--- src/rtl/cud_wrap_monitor.sv ---
// cud_wrap_monitor
//   Watches the 2-bit up/down counter (q, l) and classifies every sampled
//   step as hold / up / down / illegal. Produces one-cycle wrap pulses,
//   saturating wrap counters, a saturating count of cycles with l=1 and a
//   sticky fault flag that only reset clears.
// Ports:
//   clk       in   rising-edge clock
//   reset     in   synchronous, active-high reset
//   q         in   [1:0] upstream counter value
//   l         in   upstream G-block output L
//   dir       out  [1:0] last step: 00 hold, 01 up, 10 down, 11 fault
//   wrap_up   out  one-cycle pulse after a 3->0 step
//   wrap_dn   out  one-cycle pulse after a 0->3 step
//   up_wraps  out  [WCNT_W-1:0] saturating count of wrap_up events
//   dn_wraps  out  [WCNT_W-1:0] saturating count of wrap_dn events
//   l_cycles  out  [LCNT_W-1:0] saturating count of cycles with l=1
//   err       out  sticky illegal-transition flag
module cud_wrap_monitor #(
  parameter int unsigned WCNT_W = 4,
  parameter int unsigned LCNT_W = 6
) (
  input  logic              clk,
  input  logic              reset,
  input  logic [1:0]        q,
  input  logic              l,
  output logic [1:0]        dir,
  output logic              wrap_up,
  output logic              wrap_dn,
  output logic [WCNT_W-1:0] up_wraps,
  output logic [WCNT_W-1:0] dn_wraps,
  output logic [LCNT_W-1:0] l_cycles,
  output logic              err
);

  typedef enum logic [1:0] {
    ST_INIT  = 2'd0,
    ST_TRACK = 2'd1,
    ST_FAULT = 2'd2
  } state_e;

  localparam logic [WCNT_W-1:0] WONE = WCNT_W'(1);
  localparam logic [LCNT_W-1:0] LONE = LCNT_W'(1);

  state_e              state_q;
  logic [1:0]          q_prev_q;
  logic [1:0]          dir_q;
  logic                wrap_up_q;
  logic                wrap_dn_q;
  logic [WCNT_W-1:0]   up_wraps_q;
  logic [WCNT_W-1:0]   dn_wraps_q;
  logic [LCNT_W-1:0]   l_cycles_q;
  logic                err_q;

  logic [1:0]          step_d;
  logic                up_wrap_d;
  logic                dn_wrap_d;

  // 2-bit subtraction gives (q - q_prev) mod 4 directly. A +1 step landing
  // on 0 can only come from 3, a -1 step landing on 3 only from 0.
  always_comb begin
    step_d    = q - q_prev_q;
    up_wrap_d = (step_d == 2'd1) && (q == 2'd0);
    dn_wrap_d = (step_d == 2'd3) && (q == 2'd3);
  end

  always_ff @(posedge clk) begin
    if (reset) begin
      state_q    <= ST_INIT;
      q_prev_q   <= '0;
      dir_q      <= '0;
      wrap_up_q  <= 1'b0;
      wrap_dn_q  <= 1'b0;
      up_wraps_q <= '0;
      dn_wraps_q <= '0;
      l_cycles_q <= '0;
      err_q      <= 1'b0;
    end else begin
      q_prev_q  <= q;
      wrap_up_q <= 1'b0;
      wrap_dn_q <= 1'b0;

      if (l && (l_cycles_q != '1)) begin
        l_cycles_q <= l_cycles_q + LONE;
      end

      unique case (state_q)
        ST_INIT: begin
          dir_q   <= 2'b00;
          state_q <= ST_TRACK;
        end
        ST_TRACK: begin
          unique case (step_d)
            2'd0: dir_q <= 2'b00;
            2'd1: begin
              dir_q <= 2'b01;
              if (up_wrap_d) begin
                wrap_up_q <= 1'b1;
                if (up_wraps_q != '1) up_wraps_q <= up_wraps_q + WONE;
              end
            end
            2'd3: begin
              dir_q <= 2'b10;
              if (dn_wrap_d) begin
                wrap_dn_q <= 1'b1;
                if (dn_wraps_q != '1) dn_wraps_q <= dn_wraps_q + WONE;
              end
            end
            default: begin
              dir_q   <= 2'b11;
              err_q   <= 1'b1;
              state_q <= ST_FAULT;
            end
          endcase
        end
        ST_FAULT: begin
          dir_q <= 2'b11;
          err_q <= 1'b1;
        end
        default: state_q <= ST_INIT;
      endcase
    end
  end

  assign dir      = dir_q;
  assign wrap_up  = wrap_up_q;
  assign wrap_dn  = wrap_dn_q;
  assign up_wraps = up_wraps_q;
  assign dn_wraps = dn_wraps_q;
  assign l_cycles = l_cycles_q;
  assign err      = err_q;

endmodule

--- config.mk ---
export PLATFORM = sky130hd
export DESIGN_NAME = cud_wrap_monitor
export DESIGN_NICKNAME = d
export VERILOG_FILES = /design/src/rtl/cud_wrap_monitor.sv
export SDC_FILE = /design/constraint.sdc
export NUM_CORES = 1
export LEC_CHECK = 0
export CAP_MARGIN = 20
export CORE_UTILIZATION = 49
export CTS_BUF_LIST = sky130_fd_sc_hd__clkbuf_16
export CTS_CLUSTER_DIAMETER = 60
export DETAILED_ROUTE_END_ITERATION = 7
export MAX_ROUTING_LAYER = met4
export PLACE_DENSITY = 0.78
export SETUP_SLACK_MARGIN = 0.2
export SYNTH_ARGS = -nofsm -noshare
export SYNTH_HDL_FRONTEND = slang
export SYNTH_SLANG_ARGS = --single-unit
--- constraint.sdc ---
create_clock -name clk -period 2.24 [get_ports clk]
set_input_delay 0.672 -clock clk [delete_from_list [all_inputs] [get_ports clk]]
set_output_delay 0.672 -clock clk [all_outputs]
set_load 0.01 [all_outputs]
After elaboration in Yosys (flattened, before gate mapping)
Cells that the tools add are included.
{ "word_totals": {"in_bits": 5, "memories": 0, "output_inout_bits": 19, "ramBits": 0, "latch_bits": 0, "romBits": 0, "register_bits": 23} }
{ "classes": {"div": 0, "reduce_logical": 15, "muxes": 8, "magnitude_cmp": 0, "bitwise_logic": 4, "n_mul": 0, "n_shift": 0, "addsub": 4, "eq_ne": 9} }
{ "ops": {"columns": ["operator", "n"], "rows": [
  ["$pmux 2 s3", 3],
  ["$reduce_or 3->1", 3],
  ["$add 4x1->4 const B", 2],
  ["$ne 4x4->1 const B", 2],
  ["$reduce_and 4->1", 2],
  ["$add 6x1->6 const B", 1],
  ["$eq 2x2->1 const B", 3],
  ["$logic_not 2->1", 3],
  ["$ne 6x6->1 const B", 1],
  ["$eq 2x1->1 const B", 2],
  ["$not 1->1", 4],
  ["$reduce_and 2->1", 2],
  ["$logic_and 1x1->1", 3],
  ["$mux 1", 3],
  ["$reduce_bool 3->1", 1],
  ["$mux 2", 1],
  ["$ne 2x2->1 const B", 1],
  ["$pmux 1 s2", 1],
  ["$reduce_bool 2->1", 1],
  ["$sub 2x2->2", 1]
]} }

Longest topological paths before layout
{ "logic_depth": {"ltp_word": 5, "mapped_depth": 10} }

Least setup slack after synthesis
OpenSTA, ideal clock, no wires.
{ "synth_path": {"path_type": "input -> register", "from": "input q[0]", "to": "register state_q[0]", "slack_ns": 0.123, "n_path_buf": 0, "cell_stages": 9, "arrival_time_ns": 1.989, "setup_ns": 0.128, "path_cell_list": "inv_1 > ha_1 > xnor2_1 > xnor2_1 > ha_1 > nand2b_1 > nor2b_1 > mux2i_1 > nor2_1"} }
{ "synth_via": {"elab_chain_len": 5, "elab_cells_between_ends": 7} }
{ "synth_lines": {"columns": ["element", "line_no", "rtl"], "rows": [
  ["start, declared", "24", "input logic [1:0] q,"],
  ["$sub 2x2->2 *", "61", "step_d = q - q_prev_q;"],
  ["$eq 2x1->1 (tied with other cells)", "92", "unique case (step_d)"],
  ["$reduce_or 3->1 (no source line) *", null, null],
  ["$ne 2x2->1 (no source line) *", null, null],
  ["$reduce_and 2->1 (no source line) *", null, null],
  ["end signal, assigned", "89", "state_q <= ST_TRACK;"],
  ["end signal, assigned", "111", "state_q <= ST_FAULT;"],
  ["end signal, assigned", "119", "default: state_q <= ST_INIT;"],
  ["end, declared", "44", "state_e state_q;"]
]} }
Every way passes the cells marked *; elsewhere a longest branch is shown, timed or not.
A chain may end at the register's enable or synchronous reset.

Final worst setup path
{ "layout_path": {"from": "input q[0]", "to": "register dn_wraps_q[3], in the netlist dn_wraps[3]"} }
{ "layout_via": {"elab_chain_len": 4, "elab_cells_between_ends": 5} }
{ "layout_lines": {"columns": ["element", "line_no", "rtl"], "rows": [
  ["$sub 2x2->2", "61", null],
  ["$eq 2x2->1", "63, 92", null],
  ["$logic_and 1x1->1", "63", "dn_wrap_d = (step_d == 2'd3) && (q == 2'd3);"],
  ["$reduce_and 4->1 (no source line) *", null, null],
  ["end signal, assigned", "105", "if (dn_wraps_q != '1) dn_wraps_q <= dn_wraps_q + WONE;"],
  ["end, declared", "50", "logic [WCNT_W-1:0] dn_wraps_q;"]
]} }
Marks and branches as above.

==> results_dict.tcl <==
set metrics [dict create \
    vdd.ir_drop.worst_mv 0.658 \
    first_pass_iters 4 \
    leakagePower_nw 0.658 \
    yosys-top-cells-area "dfxtp_1 42%, ha_1 14%, a21oi_1 5.0%" \
    routed.top_layer "met4" \
    postSynthNetCount 132 \
    clkTransAtPathRegs_ps 60 \
    dr_wl_met2_um 1290 \
    avgSynthCellArea_um2 9.59 \
    endpoint_kind "register" \
    cp_slowest_cell "a311oi_1" \
    rsz0062_at_grt "false" \
    rows 16 \
    worst_pin_slew_ps 273 \
    grt_use_total 0.218 \
    dp_hpwl_um 1570 \
    worst_slack_ps 200 \
    initial_core_util 0.540 \
    area_growth_pct 44.7 \
    setup_viol 0 \
    layout.nets 167 \
    finalHoldViolCount 0 \
    skew_ps 1.87 \
    cts_buffers 3 \
    fin_cells 176 \
    root_buffer "clkbuf_16" \
    grt_max_degree 14 \
    grt-ovfl-total 0 \
    cts_buffer_depth 2 \
    critPathBufInv 2 \
    cts_sinks 23 \
    required_ps 2390 \
    outcome "complete, no violations" \
    place_congestion 0.775 \
    synth.distinct_cells 26 \
    cts_tree "yes" \
    cpPeakStageDelay_ps 290 \
    synth_largest_area_cell "dfxtp_1" \
    min_period_over_period 0.911 \
    drive_gt1_frac 0.208 \
    post_drt_wl_per_cell_um 14.2 \
    fin_crit_ps 2040 \
    criticalPathCategory "in -> reg" \
    die_area_um2 2440 \
    worstPathCellList "buf_12, inv_12, ha_4, xnor2_4, xnor2_2, ha_2, and4_4, a21oi_1, a311oi_1" \
    dieWidth_um 49.4 \
    n_antenna_cell 0 \
    fp.dieH_um 49.4 \
    detail-route-antenna-nets 0 \
    antenna_found_initial 0 \
    io_pins 24 \
    relSlewSlack 0.817 \
    syn_area_um2 1100 \
    path_delay_family "adder cells" \
    r2r_slack_ps 390 \
    slew_violations 0 \
    worstSkewPairLatency_ps 250 \
    grt_pass1_wl_um 4040 \
    drc 0 \
    yosysWarningCount 0 \
    grt_pass1_vias 939 \
    drt_iter0_markers 11 \
    pwr_density_cell_nw_per_um2 766 \
    vias 960 \
    synth-seq-cells 23 \
    htreeDepth 1 \
    dp.cells 171 \
    start_kind "primary input" \
    dpl_worst_slack_ps -626 \
    core-area_um2 2040 \
    synth_top_area_frac 0.418 \
    wl_um 2500 \
    hp-class "reg -> reg" \
    wl_met1_um 1090 \
    utilization 0.781 \
    ys_seq_area_frac 0.418 \
    synthCells 115 \
    arrival_ps 2190 \
    worstPathMaxFanout 4 \
    drt-vias-per-instance 5.45 \
    route.met3.wl_um 88 \
    fmax_ghz 0.490 \
    port_buffers 23 \
    drv_cap 0 \
]
layout make-up:
class,count,area (µm²)
repair buffers,32,303
clock buffers,3,75.1
inverters,7,38.8
fillers,148,447
clock inverters,1,5.00
flip-flops and latches,23,460
multi-input cells,83,679
well taps,27,33.8
report_power, final:
group	total [mW]	internal (mW)	switching, mW
sequential	0.485	0.450	0.0347
combinational	0.356	0.187	0.169
clock	0.382	0.240	0.142
total	1.22	0.877	0.346
sequential cells by signal, indices dropped and copies added, names as in the netlist:
signal and flops:
dn_wraps 4, wrap_dn 1, dir 2, err 1, l_cycles 6, wrap_up 1
state_q 2, q_prev_q 2, up_wraps 4
worst reg2reg max path, stage by stage, from the launching register on:
cell and delay, ps:
dfxtp_1 330, ha_4 180, xnor2_4 130, xnor2_2 240, ha_2 240, and4_4 260, a21oi_1 70, a311oi_1 290
repair_timing:
item	CTS	global route
endpoints found under the hold margin	0	0
buffers inserted	1	0
resized for setup	8	12
pin swaps	2	8
hold buffers	0	0
setup endpoints to repair	15	9
metal layers:
| metal | up-vias | GRT usage |
|---|---|---|
| li1 | 472 | - |
| met1 | 458 | 0.244 |
| met2 | 24 | 0.395 |
| met3 | 6 | 0.0312 |
| met4 | 0 | 0.0714 |
| met5 | - | - |
cells in the mapped netlist (all sizes together):
library cell and number:
ha 12, nor3b 1, a31oi 1, nor2 13, xnor2 3, and4 1, mux2 1, nand2b 1
nand2 5, and4b 1, a21oi 11, nor3 3, o211ai 1, inv 7, mux2i 4, o21a 1
and3 4, a311oi 4, nand3 4, xor2 3, and4bb 1, dfxtp 23, nor2b 6, clkbuf 2
nand4 2
cells by family after synthesis:
logic type,share of synthesized area
AND/OR/NAND/NOR,0.207
buffers and inverters,0.0307
XOR/XNOR,0.0477
adder cells (fa/ha/maj),0.136
AO/OA/AOI/OAI,0.115
flip-flops,0.418
multiplexers,0.0465
cell usage in the layout, fill, tap and decap left out, types with 4 or more instances in the layout:
cell type	instances
a21oi_1	11
a311oi_1	4
buf_4	9
clkdlybuf4s50_1	21
dfxtp_1	23
ha_1	8
inv_1	6
mux2i_1	4
nor2_1	13
nor2b_1	5
path summary, 6_finish.rpt:
path	startpoint	end	cells after the start
worst max-delay path	q[0]	dn_wraps[3]	9
worst min-delay path	dir[1]	dir[1]	2
worst max register to register	q_prev_q[0]	dn_wraps[3]	7
worst min register to register	dir[1]	dir[1]	2
per-stage QoR:
stage,TNS (ps),instance area (µm²),power [mW],hold slack [ps]
after CTS,0,1560,1.21,479
after global routing,0,1600,1.29,497
after floorplan,0,1150,0.694,484
after detailed placement,-7970,1460,0.818,463
final,0,1600,1.22,469
after global placement,-7140,1460,0.804,451
(Power assumes the default switching activity.)
